===== config.mk =====
export PLATFORM = sky130hd
export DESIGN_NAME = pc_fetch_unit_flat
export DESIGN_NICKNAME = d
export VERILOG_FILES = /design/src/rtl/pc_fetch_unit_pkg.sv /design/src/rtl/pc_fetch_unit_if.sv /design/src/rtl/pc_fetch_unit_pc_adder.sv /design/src/rtl/pc_fetch_unit.sv /design/src/flat_wrapper.sv
export SDC_FILE = /design/constraint.sdc
export NUM_CORES = 1
export LEC_CHECK = 0
export ABC_AREA = 1
export BUFFER_PORTS_ARGS = -buffer_cell sky130_fd_sc_hd__buf_4
export CORE_UTILIZATION = 30
export DETAILED_ROUTE_END_ITERATION = 7
export GPL_ROUTABILITY_DRIVEN = 0
export GPL_TIMING_DRIVEN = 0
export HOLD_SLACK_MARGIN = 0.08
export MAX_ROUTING_LAYER = met4
export SYNTH_ARGS = -nofsm -noshare
export SYNTH_HDL_FRONTEND = slang
export SYNTH_SLANG_ARGS = --single-unit
export TNS_END_PERCENT = 10

===== constraint.sdc =====
create_clock -name clock -period 1.8 [get_ports clock]
set_input_delay 0.09 -clock clock [delete_from_list [all_inputs] [get_ports clock]]
set_output_delay 0.09 -clock clock [all_outputs]
set_load 0.02 [all_outputs]

===== src/rtl/pc_fetch_unit_pkg.sv =====
// Shared types and defaults for the fetch unit: FSM state encoding and reset/step defaults.
package fetch_pkg;

    typedef enum logic [1:0] {
        IDLE = 2'd0,
        REQ  = 2'd1,
        HOLD = 2'd2,
        ERR  = 2'd3
    } fetch_state_t;

    localparam int          PC_STEP_DEFAULT  = 4;
    localparam logic [63:0] RESET_PC_DEFAULT = 64'd0;

    // A branch target must be word aligned; the low two address bits flag a bad target.
    function automatic logic is_misaligned(input logic [1:0] lsbs);
        return (lsbs != 2'b00);
    endfunction

endpackage


===== src/rtl/pc_fetch_unit_if.sv =====
// Fetch-unit bus: pipeline control inputs, instruction-memory handshake and the IF/ID register view.
interface pc_fetch_unit_if #(
    parameter int PC_WIDTH    = 64,
    parameter int INSTR_WIDTH = 32
);
    logic                   stall;
    logic                   branch_taken;
    logic [PC_WIDTH-1:0]    branch_target;
    logic                   imem_ready;
    logic [INSTR_WIDTH-1:0] imem_rdata;
    logic                   imem_req;
    logic [PC_WIDTH-1:0]    imem_addr;
    logic                   if_id_valid;
    logic [PC_WIDTH-1:0]    if_id_pc;
    logic [INSTR_WIDTH-1:0] if_id_instr;
    logic                   fetch_timeout;
    logic                   align_fault;

    modport master (
        input  stall, branch_taken, branch_target, imem_ready, imem_rdata,
        output imem_req, imem_addr, if_id_valid, if_id_pc, if_id_instr,
               fetch_timeout, align_fault
    );

    modport slave (
        output stall, branch_taken, branch_target, imem_ready, imem_rdata,
        input  imem_req, imem_addr, if_id_valid, if_id_pc, if_id_instr,
               fetch_timeout, align_fault
    );
endinterface


===== src/rtl/pc_fetch_unit_pc_adder.sv =====
// Sequential-PC incrementer; wraps modulo 2^PC_WIDTH. Kept separate so the branch unit can reuse it.
module pc_adder
    import fetch_pkg::*;
#(
    parameter int PC_WIDTH = 64,
    parameter int PC_STEP  = PC_STEP_DEFAULT
) (
    input  logic [PC_WIDTH-1:0] pc,
    output logic [PC_WIDTH-1:0] pc_next
);

    assign pc_next = pc + PC_WIDTH'(PC_STEP);

endmodule


===== src/rtl/pc_fetch_unit.sv =====
// Program-counter owner and instruction fetch sequencer filling the IF/ID register.
// Optional feature: define PC_ALIGN_CHECK_EN to trap misaligned branch targets (align_fault).
module pc_fetch_unit
    import fetch_pkg::*;
#(
    parameter int                  PC_WIDTH    = 64,
    parameter int                  INSTR_WIDTH = 32,
    parameter logic [PC_WIDTH-1:0] RESET_PC    = PC_WIDTH'(RESET_PC_DEFAULT),
    parameter int                  PC_STEP     = PC_STEP_DEFAULT,
    parameter int                  MAX_WAIT    = 15
) (
    input  logic            clock,
    input  logic            reset,
    pc_fetch_unit_if.master bus
);

    localparam int WAIT_W = $clog2(MAX_WAIT + 1);

    fetch_state_t           state_r;
    logic [PC_WIDTH-1:0]    pc_r;
    logic [PC_WIDTH-1:0]    pc_next_s;
    logic [WAIT_W-1:0]      wait_cnt_r;
    logic [WAIT_W-1:0]      wait_inc_s;
    logic                   imem_req_r;
    logic                   if_id_valid_r;
    logic [PC_WIDTH-1:0]    if_id_pc_r;
    logic [INSTR_WIDTH-1:0] if_id_instr_r;
    logic                   fetch_timeout_r;
`ifdef PC_ALIGN_CHECK_EN
    logic                   align_fault_r;
`endif

    pc_adder #(
        .PC_WIDTH (PC_WIDTH),
        .PC_STEP  (PC_STEP)
    ) u_pc_adder (
        .pc      (pc_r),
        .pc_next (pc_next_s)
    );

    assign wait_inc_s = wait_cnt_r + WAIT_W'(1);

    // Fetch FSM: priority is reset, then branch, then stall, then memory handshake.
    always_ff @(posedge clock) begin
        if (reset) begin
            state_r         <= IDLE;
            pc_r            <= RESET_PC;
            wait_cnt_r      <= '0;
            imem_req_r      <= 1'b0;
            if_id_valid_r   <= 1'b0;
            if_id_pc_r      <= '0;
            if_id_instr_r   <= '0;
            fetch_timeout_r <= 1'b0;
`ifdef PC_ALIGN_CHECK_EN
            align_fault_r   <= 1'b0;
`endif
        end else begin
            case (state_r)
                IDLE: begin
                    state_r    <= REQ;
                    imem_req_r <= 1'b1;
                end
                REQ, HOLD: begin
                    if (bus.branch_taken) begin
`ifdef PC_ALIGN_CHECK_EN
                        if (is_misaligned(bus.branch_target[1:0])) begin
                            state_r       <= ERR;
                            imem_req_r    <= 1'b0;
                            if_id_valid_r <= 1'b0;
                            align_fault_r <= 1'b1;
                        end else begin
                            state_r       <= REQ;
                            imem_req_r    <= 1'b1;
                            pc_r          <= bus.branch_target;
                            if_id_valid_r <= 1'b0;
                            wait_cnt_r    <= '0;
                        end
`else
                        state_r       <= REQ;
                        imem_req_r    <= 1'b1;
                        pc_r          <= bus.branch_target;
                        if_id_valid_r <= 1'b0;
                        wait_cnt_r    <= '0;
`endif
                    end else if (bus.stall) begin
                        state_r    <= HOLD;
                        imem_req_r <= 1'b0;
                    end else if (state_r == HOLD) begin
                        // Leaving HOLD: no request was outstanding, so nothing is accepted here.
                        state_r    <= REQ;
                        imem_req_r <= 1'b1;
                    end else if (bus.imem_ready) begin
                        if_id_valid_r <= 1'b1;
                        if_id_pc_r    <= pc_r;
                        if_id_instr_r <= bus.imem_rdata;
                        pc_r          <= pc_next_s;
                        wait_cnt_r    <= '0;
                    end else begin
                        if_id_valid_r <= 1'b0;
                        wait_cnt_r    <= wait_inc_s;
                        if (wait_inc_s == WAIT_W'(MAX_WAIT)) begin
                            state_r         <= ERR;
                            imem_req_r      <= 1'b0;
                            fetch_timeout_r <= 1'b1;
                        end else begin
                            state_r <= REQ;
                        end
                    end
                end
                ERR: begin
                    imem_req_r    <= 1'b0;
                    if_id_valid_r <= 1'b0;
                end
                default: begin
                    state_r       <= ERR;
                    imem_req_r    <= 1'b0;
                    if_id_valid_r <= 1'b0;
                end
            endcase
        end
    end

    assign bus.imem_req      = imem_req_r;
    assign bus.imem_addr     = pc_r;
    assign bus.if_id_valid   = if_id_valid_r;
    assign bus.if_id_pc      = if_id_pc_r;
    assign bus.if_id_instr   = if_id_instr_r;
    assign bus.fetch_timeout = fetch_timeout_r;
`ifdef PC_ALIGN_CHECK_EN
    assign bus.align_fault   = align_fault_r;
`else
    assign bus.align_fault   = 1'b0;
`endif

endmodule


===== src/flat_wrapper.sv =====
// flat-port wrapper written by rule: the top's interface ports become plain ports
module pc_fetch_unit_flat import fetch_pkg::*;
#(
    parameter int                  PC_WIDTH    = 64,
    parameter int                  INSTR_WIDTH = 32,
    parameter logic [PC_WIDTH-1:0] RESET_PC    = PC_WIDTH'(RESET_PC_DEFAULT),
    parameter int                  PC_STEP     = PC_STEP_DEFAULT,
    parameter int                  MAX_WAIT    = 15
)
  (clock, reset, bus_stall, bus_branch_taken, bus_branch_target, bus_imem_ready, bus_imem_rdata, bus_imem_req, bus_imem_addr, bus_if_id_valid, bus_if_id_pc, bus_if_id_instr, bus_fetch_timeout, bus_align_fault);
  pc_fetch_unit_if #(.PC_WIDTH(PC_WIDTH), .INSTR_WIDTH(INSTR_WIDTH)) bus_i ();
  input  logic clock;
  input  logic reset;
  input wire logic [$bits(bus_i.stall)-1:0] bus_stall;
  input wire logic [$bits(bus_i.branch_taken)-1:0] bus_branch_taken;
  input wire logic [$bits(bus_i.branch_target)-1:0] bus_branch_target;
  input wire logic [$bits(bus_i.imem_ready)-1:0] bus_imem_ready;
  input wire logic [$bits(bus_i.imem_rdata)-1:0] bus_imem_rdata;
  output wire logic [$bits(bus_i.imem_req)-1:0] bus_imem_req;
  output wire logic [$bits(bus_i.imem_addr)-1:0] bus_imem_addr;
  output wire logic [$bits(bus_i.if_id_valid)-1:0] bus_if_id_valid;
  output wire logic [$bits(bus_i.if_id_pc)-1:0] bus_if_id_pc;
  output wire logic [$bits(bus_i.if_id_instr)-1:0] bus_if_id_instr;
  output wire logic [$bits(bus_i.fetch_timeout)-1:0] bus_fetch_timeout;
  output wire logic [$bits(bus_i.align_fault)-1:0] bus_align_fault;
  assign bus_i.stall = bus_stall;
  assign bus_i.branch_taken = bus_branch_taken;
  assign bus_i.branch_target = bus_branch_target;
  assign bus_i.imem_ready = bus_imem_ready;
  assign bus_i.imem_rdata = bus_imem_rdata;
  assign bus_imem_req = bus_i.imem_req;
  assign bus_imem_addr = bus_i.imem_addr;
  assign bus_if_id_valid = bus_i.if_id_valid;
  assign bus_if_id_pc = bus_i.if_id_pc;
  assign bus_if_id_instr = bus_i.if_id_instr;
  assign bus_fetch_timeout = bus_i.fetch_timeout;
  assign bus_align_fault = bus_i.align_fault;
  pc_fetch_unit #(.PC_WIDTH(PC_WIDTH), .INSTR_WIDTH(INSTR_WIDTH), .RESET_PC(RESET_PC), .PC_STEP(PC_STEP), .MAX_WAIT(MAX_WAIT)) u_core (.clock(clock), .reset(reset), .bus(bus_i));
endmodule

* Yosys cells after proc, flatten, opt, wreduce, memory -nomap -nowiden
Index checks and enable logic that the tools add are counted.
** Cells by class
- Add/subtract/negate cells :: 2
- Equality and inequality tests :: 10
- Multiplexer cells :: 25
- Bitwise logic cells :: 4
- Reduce and logical (&&, ||, !) cells :: 12
** Operator list (number)
- 64-bit 2-to-1 mux :: 4
- 64-bit by 3-bit adder with 64-bit output, second input constant :: 1
- 4-bit 2-to-1 mux :: 4
- 2-bit 2-to-1 mux :: 5
- 1-bit 2-to-1 mux :: 9
- 3-bit inequality test, second input constant :: 2
- 3-bit AND reduction :: 2
- 6-bit AND reduction :: 1
- 2-bit nonzero test :: 3
- 5-bit by 3-bit inequality test with 1-bit output, second input constant :: 1
- 5-bit by 4-bit inequality test with 1-bit output, second input constant :: 1
- 5-bit AND reduction :: 1
- 4-bit by 1-bit adder with 4-bit output, second input constant :: 1
- 2-bit equality test, second input constant :: 2
- 4-bit equality test, second input constant :: 1
- 1-bit NOT :: 4
- 2-bit case mux with 2 select lines :: 1
- 2-bit AND reduction :: 2
- 4-bit AND reduction :: 1
- 1-bit case mux with 3 select lines :: 1
- 2-bit by 1-bit equality test with 1-bit output, second input constant :: 1
- 2-bit logical NOT :: 1
- 2-bit by 1-bit inequality test with 1-bit output, second input constant :: 1
- 2-bit inequality test, second input constant :: 1
- 2 further kinds :: 2
** Word-level totals
- Flip-flop bits (word level) :: 169
- Input bits :: 101
- Output and inout port bits :: 164

* Logic depth before layout (Yosys ltp)
- Depth in word-level cells :: 8
- Depth in mapped cells :: 12
- Gate-level depth less buffers :: 12

* By module
A second synthesis with hierarchy kept.
** Unflattened totals
- Cell total of the unflattened synthesis :: 1427
- Area total of the unflattened synthesis :: 8968.6 um^2
** Modules (own cells, without submodules)
- pc_fetch_unit :: instances 1, cells an instance 995, area an instance 6984.2 um^2, seq. area each 3383.2 um^2
- pc_adder :: instances 1, cells an instance 432, area an instance 1984.4 um^2, seq. area each 0.0 um^2

* Least setup slack after synthesis
No wires, ideal clock.
- Kind :: register -> register
- Start :: register u_core.pc_r[3] (netlist: u_core.bus.imem_addr[3])
- End :: register u_core.pc_r[46] (netlist: u_core.bus.imem_addr[46])
- Arrival time :: 1.680 ns
- Data required time :: 1.668 ns
- Path slack :: -0.012 ns
- Stages on the path, launching flop included :: 13
- Path buffers :: 0
- Period minus slack after synthesis :: 1.812 ns
- Cell sequence :: dfxtp_1 -> ha_1 -> nand2_1 -> nor2_2 -> nand2_2 -> inv_1 -> nand2_1 -> nor2_2 -> nand2_1 -> nand2_1 -> nand3_1 -> nand2_1 -> a21oi_1
** On the way
- Longest elaborated chain between the ends :: 5
** Ends and longest elaborated chain
- start, declared :: line pc_fetch_unit.sv:20 : logic [PC_WIDTH-1:0] pc_r;
- start signal, assigned :: line pc_fetch_unit.sv:81 : pc_r <= bus.branch_target;
- start signal, assigned :: line pc_fetch_unit.sv:96 : pc_r <= pc_next_s;
- 64-bit by 3-bit adder with 64-bit output :: line pc_fetch_unit_pc_adder.sv:12 : assign pc_next = pc + PC_WIDTH'(PC_STEP);
- 64-bit 2-to-1 mux :: line pc_fetch_unit.sv:92 : end else if (bus.imem_ready) begin
- 64-bit 2-to-1 mux :: line pc_fetch_unit.sv:88 : end else if (state_r == HOLD) begin
- 64-bit 2-to-1 mux :: line pc_fetch_unit.sv:85 : end else if (bus.stall) begin
- 64-bit 2-to-1 mux :: line pc_fetch_unit.sv:64 : if (bus.branch_taken) begin
Every way passes these cells. The select of a mux whose other input is x is not followed.
A chain may end at the register's enable or synchronous reset.

* Final worst setup path
- Start :: register u_core.state_r[1]
- End :: register u_core.pc_r[57] (netlist: u_core.bus.imem_addr[57])
** On the way
- Longest elaborated chain between the ends :: 3
** Ends and longest elaborated chain
- start, declared :: line pc_fetch_unit.sv:19 : fetch_state_t state_r;
- start signal, assigned :: line pc_fetch_unit.sv:46 : state_r <= IDLE;
- start signal, assigned :: line pc_fetch_unit.sv:60 : state_r <= REQ;
- start signal, assigned :: line pc_fetch_unit.sv:79 : state_r <= REQ;
- 2-bit equality test or 2-bit by 1-bit equality test with 1-bit output (tied branches) :: line pc_fetch_unit.sv:58, pc_fetch_unit.sv:88
- 2-bit inequality test (no line) or 2-bit OR reduction (tied branches)
- 4-bit AND reduction (no line) (*)
Every way passes the cells marked *; elsewhere a longest branch is shown, timed or not.

==> flow_metrics.tcl <==
set metrics [dict create \
    ir_worst_vdd_v 0.000577 \
    fill_cells 2797 \
    crit_buf_inv 4 \
    r2r-start "u_core.state_r[1]$_SDFFE_PP0P_" \
    antenna_left 0 \
    final_common_cell "nand2_1" \
    cts_buffers 17 \
    slowest_delay_ns 0.34 \
    grt_pass1_vias 10300 \
    finalHoldViolCount 0 \
    layout_min_cycle_time_ns 1.85 \
    critPathKind "register to register" \
    worstPathRequired_ns 2.17 \
    mostFrequentLayoutCells "300 x nand2_1, 294 x buf_4, 259 x nor2_1" \
    drive_gt1_share_pct 29.4 \
    dominantRegCellSynth "dfxtp_1" \
    ioPinCount 265 \
    grt_use_total_pct 26.9 \
    cts.sinks 169 \
    synthCells 1361 \
    ys_types 35 \
    fin_nets 1871 \
    power.leakage_nw 5.77 \
    clkTransAtPathRegs_ns 0.08 \
    drtPass1Iterations 8 \
    final-seq-area_um2 3480 \
    cap_violations 0 \
    overflow 0 \
    async_reset_ff_share_pct 0 \
    maxSlewViolCount 0 \
    synth_fp_nets 1468 \
    cts_root_buf "clkbuf_16" \
    worst-path-max-fanout 10 \
    total_power_mw 10.1 \
    fmax_mhz 540 \
    drc 1 \
    clk_latency_ns 0.44 \
    area_delta_synth_final_pct 60.4 \
    cpMostUsedCell "buf_12" \
    start_util_pct 30.6 \
    tritoncts "yes" \
    dieArea_um2 29200 \
    wl_per_cell_um 18.3 \
    finalNonFillerCells 2157 \
    worstMarginPinSlew_ns 0.922 \
    setup_viol_count_final 7 \
    io_buffers 263 \
    violations "design-rule violations, negative setup slack" \
    hp-class "primary input to register" \
    cpLargestDelayFamily "buffers and inverters" \
    startpoint "u_core.state_r[1]$_SDFFE_PP0P_" \
    cp.arrival_ns 2.23 \
    fin_area_um2 13700 \
    setup_slack_ns -0.0533 \
    ys_ff_latch 169 \
    status "complete, but fails checks" \
    h-tree-depth 4 \
    clk_path_buf_depth 2 \
    multi_input_area_um2 5050 \
    syn_area_um2 8550 \
    placement_rows 61 \
    yosysWarningCount 0 \
    antenna_found_initial 1 \
    synth_area_per_cell_um2 6.28 \
    dp_hpwl_um 28600 \
    drtIter0Drc 1108 \
    fp.coreArea_um2 27900 \
    place_inst 2002 \
    path_cells "buf_6 -> ha_4 -> nand2_4 -> nand3_4 -> a21oi_4 -> inv_4 -> buf_12 -> buf_12 -> nor2_1 -> nand2_1 -> a21oi_2" \
    num_vias 11000 \
    drt-total-wl_um 39400 \
    rsz0062_at_grt "true" \
    min_from "bus_branch_target[6]" \
    slew_headroom_pct 38.5 \
    grt_pass1_wl_um 57500 \
    die_w_um 171 \
    viasPerCell 5.12 \
    grt_max_degree 17 \
    ys_seq_area_share_pct 39.6 \
    critPathLaunchType "register" \
    synth_edf_count 0 \
    slowest_stage "dfxtp_2" \
    skew_ns 0.0145 \
    fin_crit_sh_pct 103 \
    die_h_um 171 \
    powerDensity_nw_per_um2 736 \
    detailed_place.area_um2 11000 \
    end_kind "register" \
]
==> synthesized netlist by cell type (3+ instances only) <==
master / n / share of area, %
dfxtp_1: 169 / 40
nor3_1: 8 / 0.47
ha_1: 6 / 0.88
inv_2: 3 / 0.13
o21ai_0: 172 / 10
nor2_2: 10 / 0.73
or2_2: 3 / 0.22
nand2_1: 328 / 14
nand3_1: 54 / 3.2
nor2_1: 310 / 14
inv_1: 84 / 3.7
buf_2: 11 / 0.64
o31ai_1: 9 / 0.79
a21oi_1: 104 / 6.1
nand4_1: 14 / 1.0
clkbuf_1: 49 / 2.2
buf_1: 4 / 0.18
==> metal layers <==
| metal | vias to the layer above | part of all wire (%) | global-route usage (%) |
|---|---|---|---|
| met1 | 5104 | 41 | 33.0 |
| li1 | 5209 | - | - |
| met4 | 0 | 4.4 | 11.4 |
| met5 | - | 0 | - |
| met2 | 609 | 45 | 41.9 |
| met3 | 116 | 9.6 | 6.73 |
==> worst register-to-register path: cells and delay by family (launching register included) <==
family                     cells  cell delay (ns)
DFF                            1             0.34
and+or+nand+nor                4             0.39
adders and majority gates      1             0.18
AOI/OAI and AO/OA              2             0.34
buffers and inverters          4             0.54
==> path summary, 6_finish.rpt <==
| path | endpoint | slack (ns) | depth (start not counted) |
|---|---|---|---|
| worst min-delay path | u_core.bus.imem_addr[6]$_SDFFE_PP0P_ | 0.08 | 3 |
| worst max-delay path | u_core.bus.imem_addr[57]$_SDFFE_PP0P_ | -0.05 | 11 |
| worst max register to register | u_core.bus.imem_addr[57]$_SDFFE_PP0P_ | -0.05 | 11 |
| worst min register to register | u_core.wait_cnt_r[3]$_SDFFE_PP0P_ | 0.50 | 2 |
==> cell type report <==
type | count | area share [%]
Antenna cell | 2 | 0.0365
Buffer | 63 | 3.49
Clock buffer | 18 | 3.20
Clock inverter | 14 | 1.34
Inverter | 87 | 2.47
Multi-Input combinational cell | 1039 | 36.8
Sequential cell | 169 | 25.4
Tap cell | 378 | 3.45
Timing Repair Buffer | 387 | 23.8
==> power breakdown <==
group          switching [mW]  total (mW)  leakage [nW]  internal (mW)
clock                    1.77        4.03         0.297           2.26
sequential              0.234        4.16          1.40           3.92
combinational            1.05        1.91          4.07          0.859
total                    3.06        10.1          5.77           7.04
==> flip-flops by register name, summed over array words and instances, names as in the netlist <==
signal and count:
u_core.bus.if_id_pc 64, u_core.bus.imem_addr 64, u_core.bus.imem_req 1, u_core.state_r 2
u_core.bus.fetch_timeout 1, u_core.bus.if_id_instr 32, u_core.bus.if_id_valid 1, u_core.wait_cnt_r 4
==> cell families after synthesis <==
kind of cell / count (synthesis) / share of synthesized area [%]
simple gates: 735 / 34.4
compound gates: 294 / 17.7
flops: 169 / 39.6
buf+inv: 153 / 7.01
fa+ha+maj: 6 / 0.878
xor+xnor: 3 / 0.307
other cells: 1 / 0.0439
==> per-stage QoR <==
stage / TNS [ns] / hold WS, ns / setup slack, ns / utilization, %
after floorplan: 0 / 0.225 / 0.0125 / -
after global placement: -60.84 / 0.311 / -0.519 / 39.4
after detailed placement: -72.31 / 0.317 / -0.629 / 39.4
after CTS: -0.240 / 0.0811 / -0.0310 / 47.4
after global routing: -5.35 / 0.0988 / -0.101 / 49.1
final: -0.141 / 0.0804 / -0.0533 / 49.1
==> timing repair <==
action,in CTS,in global routing
pin swaps,12,24
endpoints found under the setup margin,161,162
gates resized for setup,181,153
hold buffers,91,0
hold endpoints to repair,92,0
setup buffers,15,13
gates cloned,2,3
Note: power is estimated with default switching activity, not from simulation.
